### config.mk
export PLATFORM = sky130hd
export DESIGN_NAME = obstacle_drawer
export DESIGN_NICKNAME = d
export VERILOG_FILES = /design/src/rtl/obstacle_drawer.sv
export SDC_FILE = /design/constraint.sdc
export NUM_CORES = 1
export LEC_CHECK = 0
export BUFFER_PORTS_ARGS = -buffer_cell sky130_fd_sc_hd__buf_2
export CORE_ASPECT_RATIO = 1.5
export CORE_UTILIZATION = 25
export DETAILED_ROUTE_END_ITERATION = 8
export GPL_ROUTABILITY_DRIVEN = 1
export PLACE_DENSITY = 0.39
export SLEW_MARGIN = 30
export SYNTH_ARGS = -nofsm -noshare
export SYNTH_HDL_FRONTEND = slang
export SYNTH_SLANG_ARGS = --single-unit
### constraint.sdc
create_clock -name clk -period 7.35 [get_ports clk]
set_clock_uncertainty 0.1 [all_clocks]
set_input_delay 1.8375 -clock clk [delete_from_list [all_inputs] [get_ports clk]]
set_output_delay 1.8375 -clock clk [all_outputs]
set_load 0.01 [all_outputs]
### src/rtl/obstacle_drawer.sv
`default_nettype none
// =============================================================================
// Module : obstacle_drawer
// Erases the previous obstacle rectangle, then draws the new one, one pixel
// per clock into the VGA adapter plot port.
// Rev    : 1.0
// =============================================================================
module obstacle_drawer #(
    parameter int         OBS_W     = 4,
    parameter int         BAND_H    = 8,
    parameter int         Y_TOP     = 72,
    parameter int         SCREEN_W  = 160,
    parameter logic [2:0] BG_COLOUR = 3'b000
) (
    input  logic       clk,
    input  logic       resetn,
    input  logic       update,
    input  logic [7:0] x,
    input  logic [1:0] top_shape,
    input  logic [1:0] mid_shape,
    input  logic [1:0] bottom_shape,
    output logic       plot,
    output logic [7:0] vga_x,
    output logic [6:0] vga_y,
    output logic [2:0] colour,
    output logic       busy,
    output logic       done
);

    localparam int ROWS  = 3 * BAND_H;
    localparam int ROW_W = (ROWS > 1) ? $clog2(ROWS) : 1;
    localparam int COL_W = (OBS_W > 1) ? $clog2(OBS_W) : 1;

    localparam logic [ROW_W-1:0] c_ROW_LAST = ROW_W'(ROWS - 1);
    localparam logic [COL_W-1:0] c_COL_LAST = COL_W'(OBS_W - 1);
    localparam logic [ROW_W-1:0] c_BAND1    = ROW_W'(BAND_H);
    localparam logic [ROW_W-1:0] c_BAND2    = ROW_W'(2 * BAND_H);
    localparam logic [8:0]       c_SCREEN_W = 9'(SCREEN_W);
    localparam logic [6:0]       c_Y_TOP    = 7'(Y_TOP);

    typedef enum logic [1:0] {
        S_IDLE  = 2'd0,
        S_ERASE = 2'd1,
        S_DRAW  = 2'd2,
        S_DONE  = 2'd3
    } state_t;

    state_t           r_state;
    state_t           w_next_state;
    logic [ROW_W-1:0] r_row;
    logic [ROW_W-1:0] w_next_row;
    logic [COL_W-1:0] r_col;
    logic [COL_W-1:0] w_next_col;

    logic       r_update_d;
    logic       r_pending;
    logic       r_prev_valid;
    logic [7:0] r_prev_x;
    logic [7:0] r_cur_x;
    logic [1:0] r_cur_top;
    logic [1:0] r_cur_mid;
    logic [1:0] r_cur_bot;

    logic       w_edge;
    logic       w_start;
    logic       w_active;
    logic [7:0] w_cur_x;
    logic [1:0] w_cur_top;
    logic [1:0] w_cur_mid;
    logic [1:0] w_cur_bot;
    logic [7:0] w_base;
    logic [8:0] w_px;
    logic [1:0] w_shape;
    logic [2:0] w_draw_colour;
    logic       w_plot_n;
    logic [6:0] w_vga_y_n;
    logic [2:0] w_colour_n;

    // Next-state logic and the pixel that will be presented in the next cycle.
    always_comb begin
        w_edge       = update & ~r_update_d;
        w_start      = (r_state == S_IDLE) && (w_edge || r_pending);
        w_next_state = r_state;
        w_next_row   = r_row;
        w_next_col   = r_col;

        case (r_state)
            S_IDLE: begin
                if (w_start) begin
                    w_next_state = r_prev_valid ? S_ERASE : S_DRAW;
                    w_next_row   = '0;
                    w_next_col   = '0;
                end
            end
            S_ERASE, S_DRAW: begin
                if (r_col == c_COL_LAST) begin
                    w_next_col = '0;
                    if (r_row == c_ROW_LAST) begin
                        w_next_row   = '0;
                        w_next_state = (r_state == S_ERASE) ? S_DRAW : S_DONE;
                    end else begin
                        w_next_row = r_row + 1'b1;
                    end
                end else begin
                    w_next_col = r_col + 1'b1;
                end
            end
            S_DONE:  w_next_state = S_IDLE;
            default: w_next_state = S_IDLE;
        endcase

        // The first pixel of a frame must use the inputs being latched this cycle.
        w_cur_x   = w_start ? x            : r_cur_x;
        w_cur_top = w_start ? top_shape    : r_cur_top;
        w_cur_mid = w_start ? mid_shape    : r_cur_mid;
        w_cur_bot = w_start ? bottom_shape : r_cur_bot;

        w_active = (w_next_state == S_ERASE) || (w_next_state == S_DRAW);
        w_base   = (w_next_state == S_ERASE) ? r_prev_x : w_cur_x;
        w_px     = {1'b0, w_base} + 9'(w_next_col);
        w_plot_n = w_active && (w_px < c_SCREEN_W);

        if (w_next_row < c_BAND1) begin
            w_shape = w_cur_top;
        end else if (w_next_row < c_BAND2) begin
            w_shape = w_cur_mid;
        end else begin
            w_shape = w_cur_bot;
        end

        case (w_shape)
            2'b01:   w_draw_colour = 3'b100;
            2'b10:   w_draw_colour = 3'b010;
            2'b11:   w_draw_colour = 3'b001;
            default: w_draw_colour = BG_COLOUR;
        endcase

        w_vga_y_n  = w_active ? (c_Y_TOP + 7'(w_next_row)) : 7'd0;
        if (!w_active) begin
            w_colour_n = 3'b000;
        end else if (w_next_state == S_ERASE) begin
            w_colour_n = BG_COLOUR;
        end else begin
            w_colour_n = w_draw_colour;
        end
    end

    always_ff @(posedge clk or negedge resetn) begin
        if (!resetn) begin
            r_state      <= S_IDLE;
            r_row        <= '0;
            r_col        <= '0;
            r_update_d   <= 1'b0;
            r_pending    <= 1'b0;
            r_prev_valid <= 1'b0;
            r_prev_x     <= '0;
            r_cur_x      <= '0;
            r_cur_top    <= '0;
            r_cur_mid    <= '0;
            r_cur_bot    <= '0;
            plot         <= 1'b0;
            vga_x        <= '0;
            vga_y        <= '0;
            colour       <= '0;
        end else begin
            r_state    <= w_next_state;
            r_row      <= w_next_row;
            r_col      <= w_next_col;
            r_update_d <= update;

            if (w_start) begin
                r_pending <= 1'b0;
                r_cur_x   <= x;
                r_cur_top <= top_shape;
                r_cur_mid <= mid_shape;
                r_cur_bot <= bottom_shape;
            end else if (w_edge && (r_state != S_IDLE)) begin
                r_pending <= 1'b1;
            end

            if (r_state == S_DONE) begin
                r_prev_x     <= r_cur_x;
                r_prev_valid <= 1'b1;
            end

            plot   <= w_plot_n;
            vga_x  <= w_active ? w_px[7:0] : 8'd0;
            vga_y  <= w_vga_y_n;
            colour <= w_colour_n;
        end
    end

    assign busy = (r_state == S_ERASE) || (r_state == S_DRAW);
    assign done = (r_state == S_DONE);

endmodule
`default_nettype wire

==> summary.md <==
| Metric | Value |
|---|---|
| Slowest CP cell | `ha_1` |
| GR peak layer | `met2` |
| Remaining DRCs | `0` |
| Initial antenna violation count | `0` |
| Crit-path most repeated cell | `inv_1` |
| # port buffers | `37` |
| Die Area | `11300 um2` |
| GRT Total Usage | `between 10% and 20%` |
| Fillers | `1102` |
| Cell area after synthesis | `2710 um2` |
| Sequential area share after synthesis | `48.9%` |
| Yosys warns | `0` |
| First DRT Iteration DRCs | `75` |
| Die X | `87.0 um` |
| Placer Congestion | `0.768` |
| Max Root-Sink Buffers | `2` |
| Synth top cells by count | `53 x dfrtp_1, 22 x mux2_2, 13 x nor2_1` |
| Detail Placement HPWL | `4.32 mm` |
| # H-tree levels | `2` |
| Post-Synth Adder-Cell Area | `~5.4%` |
| Outcome | `completed` |
| Critical Path Sink Type | `flop` |
| Max-capacitance violation count | `0` |
| Critical Path, Cell by Cell | `buf_2 -> nor2b_4 -> nor2_1 -> a21boi_0 -> a21o_1 -> inv_1 -> ha_1 -> inv_1 -> mux2_2 -> ha_1 -> fa_1 -> inv_1 -> nand2_1 -> mux2i_1 -> nor4b_1 -> a311oi_1` |
| CP top delay family | `adder cells` |
| GR Overflow Total | `0` |
| Min-delay worst type | `flop to flop` |
| Setup TNS | `0 ps` |
| Post-CTS sizing | `0` |
| Routing usage on met1 | `12.7%` |
| Arrival time at the worst endpoint | `5210 ps` |
| Clk sink count | `53` |
| Die Span Y | `130 um` |
| # setup viols final | `0` |
| EDFF count, synth | `0` |
| RSZ-0062 raised after global routing | `no` |
| Post-CTS Setup Bufs | `0` |
| Critical path class | `primary input to flop` |
| Worst Hold Margin | `382 ps` |
| Slew @ Worst Pin | `roughly 820 ps` |
| Synth Flop Type | `dfrtp_1` |
| Ports | `38` |
| Met3 usage | `2.10%` |
| Crit path max fanout | `17` |
| Final #Nets | `285` |
| DR vias | `1757` |
| Pleak | `1.56 nW` |
| Skew-Pair Late Insertion Delay | `300 ps` |
| Top cell type's share of synthesized area | `48.9%` |
| Final Hold Fails | `0` |
| Most frequent cell after synthesis | `dfrtp_1` |
| CTS Buf Count | `5` |
| Area of the multi-input gates | `1270 um2` |
| Slew Limit Fails | `0` |
| ANT nets after route | `0` |
| CTS root buf | `clkbuf_16` |
| Peak VDD IR | `0.0839 mV` |
| Starting Density | `25.7%` |
| CP required | `7400 ps` |
| Synth Area per Inst | `approximately 12 um2` |
| Asr flop ratio synth | `100%` |
| Number of antenna diodes | `0` |
| Register area | `1330 um2` |
| Final min period | `between 5000 and 6000 ps` |
| WL/cell | `around 15 um` |
| Worst path max stage delay | `680 ps` |
| Global-route wire length before repair | `a little under 10 mm` |
| Pin count of the biggest net entering global routing | `54` |
| Synth top area cells | `dfrtp_1 49%, mux2_2 9.1%, ha_1 4.6%, mux2i_1 3.7%, o41ai_4 2.0%` |
| Final worst path period share | `70.2%` |
| Clock Pin Slew Worst Setup and Hold Paths | `80 ps` |
| Vias per cell | `4.37` |
| Synth area leader | `dfrtp_1` |
| Post-Synth Simple-Gate Area | `13.5%` |
| Mapped Nets | `247` |
| Power per Cell Area | `175 nW/um2` |
| Startpoint types | `primary input` |
| Met2 Use GR | `22.3%` |
| Largest family of logic cells by synthesized area | `simple AND/OR/NAND/NOR gates` |
| Vias in the first global route | `1892` |
| Synth Area in Compound Gates | `12.7%` |
| Power, Total | `between 0.5 and 0.6 mW` |
| Slew headroom | `45.3%` |
| Placed inst area | `3020 um2` |
| WL final | `5.96 mm` |
| Area Overhead vs Synth | `17.2%` |
| Synth Area in XOR/XNOR | `1.62%` |
| Top achievable clock speed | `0.194 GHz` |
| Hold Buf Count CTS | `0` |
| Share of cells above drive strength 1 | `33.7%` |
| Pre-antenna DRT Iters | `4` |
| Row count | `46` |
| Post-route cell area | `about 3200 um2` |
| WP buf/inv | `4` |
| Mux share of post-synthesis cell area | `13.4%` |
| Yosys reg bits | `53` |
| Unique masters post-synth | `56` |
| Synth Instances | `219` |
| Core area | `10500 um2` |
| CTS tree | `yes` |
==> registers in the layout, summed over array words and instances, names as in the netlist <==
name / count
r_prev_valid: 1
r_state: 2
r_row: 5
r_cur_mid: 2
plot: 1
r_col: 2
r_cur_x: 8
r_cur_bot: 2
r_update_d: 1
vga_x: 8
r_cur_top: 2
r_pending: 1
r_prev_x: 8
vga_y: 7
colour: 3
==> cell type report <==
type | instances | area share (%)
Clock buffer | 5 | 3.94
Clock inverter | 3 | 0.906
Inverter | 14 | 1.65
Multi-Input combinational cell | 145 | 40.0
Sequential cell | 53 | 41.7
Tap cell | 144 | 5.67
Timing Repair Buffer | 38 | 6.07
==> placed cells by master, fill, tap and decap left out, types with 4 or more instances in the layout <==
master and instances:
nor2_1 13, nand3_1 4, inv_1 12, nand2_1 11, xnor2_1 5, o21ai_0 8
mux2_2 22, ha_1 10, buf_2 37, dfrtp_1 53, clkbuf_16 5, mux2i_1 10
nor2b_1 6
==> per-layer routing <==
layer / wire length, um / vias to the layer above
li1: - / 852
met5: 0 / -
met3: 158 / 6
met1: 2390 / 874
met2: 3290 / 25
met4: 114 / 0
==> worst paths after layout <==
check | startpoint | to | slack [ps] | cells after the start
min reg2reg | r_cur_bot[1] | r_cur_bot[1] | 380 | 2
max | update | plot | 2190 | 16
max in group asynchronous | resetn | r_cur_x[1] | 5100 | 2
min | r_cur_bot[1] | r_cur_bot[1] | 380 | 2
min in group asynchronous | resetn | vga_y[0] | 1560 | 2
max reg2reg | r_col[0] | plot | 2880 | 16
==> worst min-delay path: cells and delay by family (launching register included) <==
kind | cells | cell delay, ps
muxes | 1 | 70
buffers and inverters | 1 | 50
DFF | 1 | 330
==> report_power, final <==
part | total [mW] | internal [mW] | switching (mW)
sequential | 0.292 | 0.292 | 0.000341
combinational | 0.0134 | 0.00451 | 0.00892
clock | 0.251 | 0.131 | 0.120
total | 0.557 | 0.427 | 0.130
==> cells by family (layout without fill, tap and decap cells) <==
| kind of cell | count (synthesis) | in the layout |
|---|---|---|
| and+or+nand+nor | 61 | 61 |
| DFF | 53 | 53 |
| AOI/OAI and AO/OA | 35 | 35 |
| muxes | 33 | 33 |
| buffers and inverters | 21 | 60 |
| adders and majority gates | 11 | 11 |
| xor gates and xnor gates | 5 | 5 |
==> stage by stage <==
stage          worst slack, ps  utilization (%)  cells
6_report                  2190             30.2    402
5_1_grt                   1920             30.2    402
4_1_cts                   2170             30.2    402
3_5_place_dp              1860             28.7    394
3_3_place_gp              1920             28.6    394
2_1_floorplan             2790                -    219
(Power assumes the default switching activity.)
